### config.mk
export PLATFORM = sky130hd
export DESIGN_NAME = mem_copy_initiator
export DESIGN_NICKNAME = d
export VERILOG_FILES = /design/src/rtl/mem_map_pkg.sv /design/src/rtl/mem_copy_initiator.sv
export SDC_FILE = /design/constraint.sdc
export NUM_CORES = 1
export LEC_CHECK = 0
export BUFFER_PORTS_ARGS = -buffer_cell sky130_fd_sc_hd__buf_2
export CAP_MARGIN = 5
export CORE_ASPECT_RATIO = 0.8
export CORE_MARGIN = 2
export CORE_UTILIZATION = 53
export CTS_CLUSTER_SIZE = 25
export DETAILED_ROUTE_END_ITERATION = 8
export PLACE_DENSITY = 0.81
export SLEW_MARGIN = 0
export SYNTH_ARGS = -nofsm -noshare
export SYNTH_HDL_FRONTEND = slang
export SYNTH_SLANG_ARGS = --single-unit
### constraint.sdc
create_clock -name clk -period 2.9 [get_ports clk]
set_input_delay 0.145 -clock clk [delete_from_list [all_inputs] [get_ports clk]]
set_output_delay 0.145 -clock clk [all_outputs]
set_load 0.02 [all_outputs]
### src/rtl/mem_map_pkg.sv
// Memory map constants shared with the memory system, plus the copy engine state type.
package mem_map_pkg;

  localparam logic [31:0] RAM_BASE   = 32'h1000_0000;
  localparam int          WORD_BYTES = 4;

  typedef enum logic [1:0] {
    ST_IDLE = 2'd0,
    ST_RD   = 2'd1,
    ST_WR   = 2'd2,
    ST_DONE = 2'd3
  } copy_state_e;

endpackage

### src/rtl/mem_copy_initiator.sv
// Bus initiator copying a block of words from ROM/RAM into RAM, one read and one write per word.
// All outputs decode registered state only; read data is captured in RD and written back in WR.
module mem_copy_initiator
  import mem_map_pkg::*;
#(
  parameter int                    DATA_WIDTH = 32,
  parameter int                    CNT_WIDTH  = 16,
  parameter logic [DATA_WIDTH-1:0] RAM_BASE   = mem_map_pkg::RAM_BASE
) (
  input  logic                  clk,
  input  logic                  rst_n,
  input  logic                  start_i,
  input  logic [DATA_WIDTH-1:0] src_addr_i,
  input  logic [DATA_WIDTH-1:0] dst_addr_i,
  input  logic [CNT_WIDTH-1:0]  word_count_i,
  input  logic [DATA_WIDTH-1:0] mem_rdata_i,
  output logic                  mem_we_o,
  output logic [DATA_WIDTH-1:0] mem_addr_o,
  output logic [DATA_WIDTH-1:0] mem_wdata_o,
  output logic                  busy_o,
  output logic                  done_o,
  output logic                  err_o,
  output copy_state_e           dbg_state_o
);

  // Handshake: start_i is a one-cycle pulse honoured only in IDLE (ignored otherwise, no queueing);
  // every accepted request ends in exactly one done_o pulse, with err_o alongside if it was rejected.

  copy_state_e           state_q, state_d;
  logic [DATA_WIDTH-1:0] src_ptr_q, src_ptr_d;
  logic [DATA_WIDTH-1:0] dst_ptr_q, dst_ptr_d;
  logic [CNT_WIDTH-1:0]  remaining_q, remaining_d;
  logic [DATA_WIDTH-1:0] hold_q, hold_d;
  logic                  err_q, err_d;
  logic                  reject;

  always_comb begin
    reject = (src_addr_i[1:0] != 2'b00) || (dst_addr_i[1:0] != 2'b00) ||
             (dst_addr_i < RAM_BASE);
  end

  always_comb begin
    state_d     = state_q;
    src_ptr_d   = src_ptr_q;
    dst_ptr_d   = dst_ptr_q;
    remaining_d = remaining_q;
    hold_d      = hold_q;
    err_d       = err_q;
    case (state_q)
      ST_IDLE: begin
        if (start_i) begin
          src_ptr_d   = src_addr_i;
          dst_ptr_d   = dst_addr_i;
          remaining_d = word_count_i;
          err_d       = reject;
          state_d     = (reject || (word_count_i == '0)) ? ST_DONE : ST_RD;
        end
      end
      ST_RD: begin
        hold_d  = mem_rdata_i;
        state_d = ST_WR;
      end
      ST_WR: begin
        // Pointers wrap modulo 2^DATA_WIDTH; region bounds are the caller's concern.
        src_ptr_d   = src_ptr_q + DATA_WIDTH'(WORD_BYTES);
        dst_ptr_d   = dst_ptr_q + DATA_WIDTH'(WORD_BYTES);
        remaining_d = remaining_q - CNT_WIDTH'(1);
        state_d     = (remaining_q == CNT_WIDTH'(1)) ? ST_DONE : ST_RD;
      end
      ST_DONE: begin
        state_d = ST_IDLE;
      end
      default: begin
        state_d = ST_IDLE;
      end
    endcase
  end

  always_ff @(posedge clk) begin
    if (!rst_n) begin
      state_q     <= ST_IDLE;
      src_ptr_q   <= '0;
      dst_ptr_q   <= '0;
      remaining_q <= '0;
      hold_q      <= '0;
      err_q       <= 1'b0;
    end else begin
      state_q     <= state_d;
      src_ptr_q   <= src_ptr_d;
      dst_ptr_q   <= dst_ptr_d;
      remaining_q <= remaining_d;
      hold_q      <= hold_d;
      err_q       <= err_d;
    end
  end

  always_comb begin
    mem_we_o    = (state_q == ST_WR);
    mem_addr_o  = '0;
    if (state_q == ST_RD) mem_addr_o = src_ptr_q;
    if (state_q == ST_WR) mem_addr_o = dst_ptr_q;
    // Write data is the hold register itself, so it keeps its last value outside WR.
    mem_wdata_o = hold_q;
    busy_o      = (state_q == ST_RD) || (state_q == ST_WR);
    done_o      = (state_q == ST_DONE);
    err_o       = (state_q == ST_DONE) && err_q;
    dbg_state_o = state_q;
  end

endmodule
==> results.json, run 1 <==
{
  "dp_hpwl_um": 15400,
  "ys_ff_latch": 115,
  "relSlewSlack_pct": 50.5,
  "maxSlewViolCount": 0,
  "timing.final.crit_share_pct": 91.5,
  "syn_area_per_cell_um2": 7.39,
  "syn_inst": 924,
  "setup_tns_ns": 0,
  "wire_per_inst_um": 18.2,
  "clk_latency_ns": 0.41,
  "drive_gt1_share_pct": 22.5,
  "crit_start": "dbg_state_o[0]",
  "antenna_found_initial": 0,
  "synthArstFlopShare_pct": 0,
  "hp-start": "mem_rdata_i[24]",
  "setup_viol": 0,
  "h-tree-depth": 4,
  "drc": 0,
  "grt_util_all_layers_pct": 33.4,
  "pwr-share-comb_pct": 43.8,
  "yosys_warnings": 0,
  "p_clk_share_pct": 25.0,
  "dieArea_um2": 13800,
  "via_per_inst": 6.14,
  "die_w_um": 131,
  "place_area_um2": 7920,
  "cp.required_ns": 2.76,
  "holdPathEnd": "mem_wdata_o[24]",
  "ys_seq_area_share_pct": 33.7,
  "switching_share_pct": 43.3,
  "antenna_left": 0,
  "gp_congestion": 0.923,
  "fmax_mhz": 377,
  "rsz0062_at_grt": "no",
  "pwr-share-seq_pct": 31.3,
  "regToRegSetupSlack_ns": 0.46,
  "p_leak_nw": 3.55,
  "cts_tree": "built",
  "grt-ovfl-total": 0,
  "cp_max_fo": 57,
  "cp-end-kind": "output port",
  "clock_sinks": 115,
  "synthesis.area_um2": 6830,
  "p_per_area_nw_per_um2": 961,
  "period_needed_ns": 2.65,
  "synth_edf_count": 0,
  "layout_commonest_cell": "buf_2",
  "stdcell_area_um2": 8800,
  "io_pins": 185,
  "layout.cells.most_common_list": "buf_2, nand2_1, dfxtp_1",
  "cts_made_buffers": 17,
  "irDropWorstVdd_v": 0.000596,
  "crit_type": "reg2out",
  "grt_max_degree": 74,
  "worstPathArrival_ns": 2.51,
  "grt_pass1_wl_um": 36300,
  "design.core.area_um2": 12700,
  "synth.distinct_cells": 61,
  "routed_wl_um": 23500,
  "reg2reg_depth": 7,
  "status": "complete, no violations",
  "p_int_mw": 4.79,
  "port_buffers": 184,
  "cap_violations": 0,
  "hold_depth": 3,
  "hp-class": "in2reg",
  "regToRegStartpoint": "dbg_state_o[0]",
  "finalClockSkew_ns": 0.00815,
  "clk_pin_slew_worst_paths_ns": 0.05,
  "die_y_um": 106,
  "hold_viol": 0,
  "vias": 7909,
  "antenna_cells": 0,
  "area_growth_pct": 28.9,
  "drt-pass1-iter-count": 6,
  "clk_path_buf_depth": 2,
  "nets": 1226,
  "start_util_pct": 53.6,
  "synth_flop_cell": "dfxtp_1",
  "critPathLaunchType": "flop",
  "rows": 37,
  "synth_nets": 1048,
  "cts_setup_buffers": 0,
  "grt_pass1_vias": 7216,
  "timing.rr.end": "src_ptr_q[22]",
  "switchingPower_mw": 3.66,
  "first_iter_violations": 944,
  "cts_root_buf": "clkbuf_16",
  "worst_pin_slew_ns": 0.737
}
-- registers in the layout, indices dropped and copies added, names as in the netlist --
register and count:
remaining_q 16, src_ptr_q 32, dst_ptr_q 32, dbg_state_o 2, mem_wdata_o 32, err_q 1
-- cells in the mapped netlist, types with 11 or more instances --
cell type	instances	area, µm²
nor2b_1	13	81.3
nand4_1	18	113
buf_1	11	41.3
nor4_1	15	93.8
nand3_1	39	195
nor3_1	28	140
a31oi_1	12	75.1
nand2_1	143	537
clkbuf_1	60	225
a21oi_1	68	340
or3_1	13	81.3
dfxtp_1	115	2300
and3_1	20	125
o21ai_0	85	425
a211oi_1	12	90.1
mux2i_1	40	400
nor2_1	79	297
-- routing by layer --
| metal | track usage (%) | up-vias | wire [µm] |
|---|---|---|---|
| met4 | 15.0 | 0 | 821 |
| met2 | 50.9 | 492 | 10500 |
| met3 | 6.60 | 84 | 2400 |
| met1 | 45.5 | 3590 | 9770 |
| met5 | 0 | - | 0 |
| li1 | - | 3743 | - |
-- power by group through the flow --
stage,Sequential (mW),Clock [mW],Combinational (mW)
6_report,2.64,2.11,3.70
3_5_place_dp,2.63,0,3.57
5_1_grt,2.71,2.17,4.02
3_3_place_gp,2.62,0,3.51
2_1_floorplan,2.56,0,2.47
4_1_cts,2.61,2.11,3.62
-- metrics by stage --
stage	cells	utilization [%]	hold slack, ns	setup WS, ns	total power [mW]
floorplan	924	-	0.292	0.478	5.03
global placement	1229	62.2	0.377	0.617	6.13
detailed placement	1229	62.2	0.388	0.523	6.20
CTS	1289	69.1	0.00164	0.276	8.33
global route	1289	69.1	0.0293	0.0945	8.90
finish	1289	69.1	0.00481	0.246	8.45
-- worst max path at each step --
stage                      end  slack, ns  cells after the start
2_1_floorplan  remaining_q[15]       0.48                      8
3_3_place_gp     dst_ptr_q[27]       0.62                      7
3_5_place_dp     src_ptr_q[22]       0.52                      7
4_1_cts         mem_addr_o[22]       0.28                      7
5_1_grt         mem_addr_o[22]       0.09                      7
6_report        mem_addr_o[22]       0.25                      7
-- final cells by class --
class	instances	area (µm²)
Fill cell	1056	3930
Timing Repair Buffer	236	1450
Inverter	10	37.5
Multi-Input combinational cell	722	4210
Clock buffer	23	488
Tap cell	175	219
Sequential cell	115	2300
Clock inverter	8	101
-- cell families (layout without fill, tap and decap cells) --
kind of cell / count (synthesis) / count (layout) / synth area share (%)
multiplexers: 44 / 44 / 6.53
AO/OA/AOI/OAI: 260 / 260 / 23.8
XOR/XNOR: 4 / 4 / 0.513
buffers and inverters: 87 / 277 / 5.04
AND/OR/NAND/NOR: 405 / 405 / 28.8
flip-flops: 115 / 115 / 33.7
adder cells (fa/ha/maj): 9 / 9 / 1.65
-- critical path: stages, from the launching register on --
cell and delay [ns]:
dfxtp_1 0.34, inv_1 0.16, ha_4 0.41, buf_4 0.53
nor2b_1 0.19, nand2_1 0.17, nand2_1 0.09, buf_2 0.16
-- timing repair --
| action | CTS | global route |
|---|---|---|
| hold buffers | 29 | 0 |
| gates resized for setup | 0 | 0 |
| endpoints found under the setup margin | 0 | 0 |
| hold endpoints to repair | 29 | 0 |
Power figures use the tool's default switching activity.
==> inputs of run 2 (changes only) <==
CORE_MARGIN = default   (was 2)
CORE_UTILIZATION = 55   (was 53)
CTS_BUF_LIST = sky130_fd_sc_hd__clkbuf_2 sky130_fd_sc_hd__clkbuf_4 sky130_fd_sc_hd__clkbuf_8   (was default)
PLACE_DENSITY = 0.83   (was 0.81)
==> results.json, run 2 (same netlist as run 1, synthesis figures left out) <==
{
  "status": "complete, no violations",
  "vias": 8099,
  "drc": 0,
  "grt_max_degree": 91,
  "maxSlewViolCount": 0,
  "clk_latency_ns": 0.46,
  "finalClockSkew_ns": 0.0159,
  "dp_hpwl_um": 15400,
  "m1WireLength_um": 9610,
  "worstPathArrival_ns": 2.38,
  "rsz0062_at_grt": "no",
  "cp-end-kind": "output port",
  "hp-start": "word_count_i[13]",
  "num-fill-cells": 963,
  "cts_root_buf": "clkbuf_8",
  "crit_type": "reg2out",
  "area_growth_pct": 28.0,
  "layout.cells.most_common_list": "buf_2, nand2_1, dfxtp_1",
  "gp_congestion": 0.955,
  "antenna_left": 0,
  "h-tree-depth": 4,
  "reg2reg_depth": 7,
  "clk_pin_slew_worst_paths_ns": 0.07,
  "p_leak_nw": 3.55,
  "cts_made_buffers": 17,
  "highest_layer": "met4",
  "met2RoutedLength_um": 10600,
  "cp.required_ns": 2.76,
  "hold_depth": 3,
  "hold_slack_ns": 0.0135,
  "hp-class": "in2reg",
  "die_w_um": 127,
  "worstSetupEndpoint": "mem_addr_o[2]",
  "grt_pass1_wl_um": 36100,
  "setup_viol": 0,
  "timing.rr.end": "remaining_q[12]",
  "worst_pin_slew_ns": 0.686,
  "drt-pass1-iter-count": 5,
  "fmax_mhz": 396,
  "cap_violations": 0,
  "regToRegSetupSlack_ns": 0.59,
  "nets": 1242,
  "rows": 36,
  "wl_met3_um": 2590,
  "timing.final.crit_share_pct": 87.1,
  "design.core.area_um2": 12100,
  "p_per_area_nw_per_um2": 931,
  "antenna_cells": 0,
  "period_needed_ns": 2.53,
  "critPathLaunchType": "flop",
  "cts_tree": "built",
  "dieArea_um2": 12900,
  "hold_viol": 0,
  "cts_setup_buffers": 0,
  "via_per_inst": 6.31,
  "irDropWorstVdd_v": 0.000585,
  "wire_per_inst_um": 18.4,
  "routed_wl_um": 23600,
  "crit_start": "dbg_state_o[0]",
  "relSlewSlack_pct": 53.8,
  "grt_pass1_vias": 7106,
  "grt-ovfl-total": 0,
  "cp_max_fo": 90,
  "antenna_found_initial": 0,
  "layout_commonest_cell": "buf_2",
  "start_util_pct": 56.3,
  "setup_tns_ns": 0,
  "die_y_um": 102,
  "first_iter_violations": 853,
  "clk_path_buf_depth": 2,
  "port_buffers": 184,
  "regToRegStartpoint": "dbg_state_o[0]",
  "clock_sinks": 115,
  "drive_gt1_share_pct": 22.8,
  "io_pins": 185,
  "grt_util_all_layers_pct": 35.8
}
[run 2: cell count changes in the layout (fill, tap and decap cells not counted), moves of 2 or more]
cell and change:
buf_4 +8, dlygate4sd3_1 +12, buf_12 -5, clkbuf_1 -2, clkbuf_8 +14, bufinv_16 +3
clkbuf_16 -17
[run 2: what timing repair did]
item | in CTS | in global routing
endpoints found under the hold margin | 41 | 0
gates resized for setup | 0 | 1
setup endpoints to repair | 0 | 1
hold buffers | 41 | 0
[run 2: metal layers]
layer  global-route usage [%]  up-vias
met2                     54.9      540
met3                     8.08       77
met1                     47.9     3704
met4                     17.2        0
li1                         -     3778
met5                        0        -
[run 2: where the power goes]
group          internal, mW  total [mW]  switching, mW  leakage [nW]
Sequential             2.05        2.63          0.581         0.944
Clock                  1.06        1.78          0.728         0.229
Combinational          1.36        3.72           2.35          2.38
[run 2: final cells by class]
class	instances	area (µm²)	area share, %
clock buffer	19	255	2.92
inverter	10	37.5	0.430
multi-input combinational	722	4210	48.2
timing repair buffer	252	1540	17.6
clock inverter	13	206	2.36
tap	152	190	2.18
sequential	115	2300	26.4
[run 2: how the worst min path moves through the flow]
stage,to,slack [ns]
final,remaining_q[13],0.01
after global routing,src_ptr_q[13],0.004
after CTS,remaining_q[13],0.003
after detailed placement,mem_wdata_o[29],0.39
after global placement,mem_wdata_o[26],0.38
after floorplan,mem_wdata_o[23],0.29
[run 2: stage by stage]
stage          utilization (%)  power (mW)  instance area, µm²  std cells  setup WS [ns]
2_1_floorplan                -        5.03                6830        924          0.478
3_3_place_gp              64.9        6.08                7860       1210          0.642
3_5_place_dp              64.9        6.16                7860       1210          0.517
4_1_cts                   72.1        7.98                8730       1283          0.223
5_1_grt                   72.1        8.57                8740       1283          0.229
6_report                  72.1        8.13                8740       1283          0.374
[run 2: worst max-delay path: stages, from the launching register on]
cell and delay (ns):
dfxtp_1 0.35, inv_1 0.16, ha_4 0.36, buf_6 0.55, nand2_1 0.15, o21ai_0 0.11
buf_2 0.20
==> inputs of run 3 (changes only) <==
ABC_AREA = 1   (was default)
CORE_UTILIZATION = 35   (was 55)
PLACE_DENSITY = default   (was 0.83)
==> results.json, run 3 <==
{
  "status": "complete, no violations",
  "synth_nets": 1358,
  "die_y_um": 132,
  "irDropWorstVdd_v": 0.000302,
  "cap_violations": 0,
  "die_w_um": 164,
  "antenna_left": 0,
  "crit_type": "reg2out",
  "yosys_warnings": 0,
  "worstPathArrival_ns": 2.41,
  "syn_inst": 1234,
  "rows": 47,
  "nets": 1559,
  "wire_per_inst_um": 15.0,
  "cts_setup_buffers": 0,
  "grt-ovfl-total": 0,
  "grt_util_all_layers_pct": 23.8,
  "port_buffers": 184,
  "regToRegSetupSlack_ns": 0.38,
  "ctsResizeCount": 0,
  "fmax_mhz": 392,
  "synth_area_leaders": "dfxtp_1, nand2_1, nor2_1, o21ai_0, nand3_1",
  "layout_commonest_cell": "nand2_1",
  "clk_path_buf_depth": 2,
  "synth.distinct_cells": 38,
  "vias": 8727,
  "drc": 0,
  "dp_hpwl_um": 17500,
  "synth_largest_area_cell": "dfxtp_1",
  "cp.required_ns": 2.76,
  "synthArstFlopShare_pct": 0,
  "clock_sinks": 115,
  "hp-class": "in2reg",
  "maxSlewViolCount": 0,
  "layout_setup_ws_ns": 0.347,
  "routed_wl_um": 25800,
  "finalClockSkew_ns": 0.0116,
  "worst_pin_slew_ns": 1.20,
  "reg2reg_depth": 8,
  "hold_viol": 0,
  "dp_slack_ns": 0.394,
  "layout.cells.most_common_list": "nand2_1, nor2_1, buf_2",
  "cts_tree": "built",
  "instances_no_fill": 1716,
  "utilization_pct": 45.5,
  "synth.most_common_cell": "nand2_1",
  "h-tree-depth": 4,
  "synth_edf_count": 0,
  "area_growth_pct": 27.5,
  "dp.cells": 1632,
  "first_iter_violations": 822,
  "timing.final.crit_share_pct": 88.0,
  "design.core.area_um2": 20600,
  "via_per_inst": 5.09,
  "ys_seq_area_share_pct": 31.3,
  "synthesis.area_um2": 7360,
  "critPathLaunchType": "flop",
  "io_pins": 185,
  "yosysTopAreaCellShare_pct": 31.3,
  "start_util_pct": 35.7,
  "drt-pass1-iter-count": 5,
  "grt_max_degree": 133,
  "syn_area_per_cell_um2": 5.97,
  "antenna_cells": 0,
  "period_needed_ns": 2.55,
  "relSlewSlack_pct": 19.9,
  "drive_gt1_share_pct": 17.6,
  "grt_pass1_wl_um": 40800,
  "cp-end-kind": "output port",
  "clk_latency_ns": 0.44,
  "dieArea_um2": 21600,
  "hold_depth": 3,
  "gp_congestion": 0.880,
  "cts_made_buffers": 17,
  "p_leak_nw": 4.16,
  "power_mw": 5.23,
  "synth_flop_cell": "dfxtp_1",
  "clk_pin_slew_worst_paths_ns": 0.07,
  "antenna_found_initial": 1,
  "synth_commonest_cells": "nand2_1, nor2_1, dfxtp_1",
  "cp_max_fo": 17,
  "grt_pass1_vias": 7841,
  "p_per_area_nw_per_um2": 558,
  "cts_root_buf": "clkbuf_8",
  "rsz0062_at_grt": "no",
  "setup_tns_ns": 0,
  "ys_ff_latch": 115,
  "setup_viol": 0
}
## run 3: layer usage
metal	wire (µm)	vias to the layer above	part of all wire, %	global-route usage, %
li1	-	4405	-	-
met1	12600	3951	49	36.2
met2	10700	344	42	34.2
met3	2160	25	8.4	4.66
met4	271	2	1.1	5.25
met5	12	-	0.047	0
## run 3: report_power, final
group          switching (mW)  leakage (nW)  total (mW)  internal (mW)
Sequential              0.230         0.947        2.03           1.80
Clock                   0.689         0.210        1.63          0.942
Combinational            1.03          3.00        1.58          0.544
Total                    1.95          4.16        5.23           3.28
## run 3: worst paths after layout
check,start,to
max,dbg_state_o[1],mem_addr_o[16]
min,dst_addr_i[14],dst_ptr_q[14]
max reg2reg,dbg_state_o[0],remaining_q[7]
min reg2reg,remaining_q[2],remaining_q[2]
## run 3: kinds of logic (layout without fill, tap and decap cells)
group	after synthesis	after routing	synth area share, %
fa+ha+maj	9	9	1.53
flops	115	115	31.3
buf+inv	167	380	9.52
compound gates	233	233	17.4
xor+xnor	1	1	0.119
simple gates	709	709	40.1
## run 3: layout make-up
| class | count | area [µm²] |
|---|---|---|
| sequential | 115 | 2300 |
| timing repair buffer | 248 | 1560 |
| multi-input combinational | 952 | 4380 |
| fill | 2212 | 11300 |
| inverter | 101 | 380 |
| clock inverter | 9 | 128 |
| tap | 269 | 337 |
| clock buffer | 22 | 297 |
## run 3: metrics by stage
step	hold WS [ns]	area (µm²)
2_1_floorplan	0.280	7360
3_3_place_gp	0.365	8430
3_5_place_dp	0.372	8430
4_1_cts	0.00471	9390
5_1_grt	0.0121	9390
6_report	0.0308	9390
## run 3: critical path, stage by stage, from the launching register on
cell	delay (ns)
dfxtp_1	0.36
inv_1	0.14
ha_2	0.20
inv_1	0.36
o31ai_1	0.63
buf_2	0.26
## run 3: what timing repair did
| action | in CTS | in global routing |
|---|---|---|
| hold buffers | 53 | 0 |
| endpoints found under the hold margin | 53 | 0 |
| setup endpoints to repair | 0 | 0 |
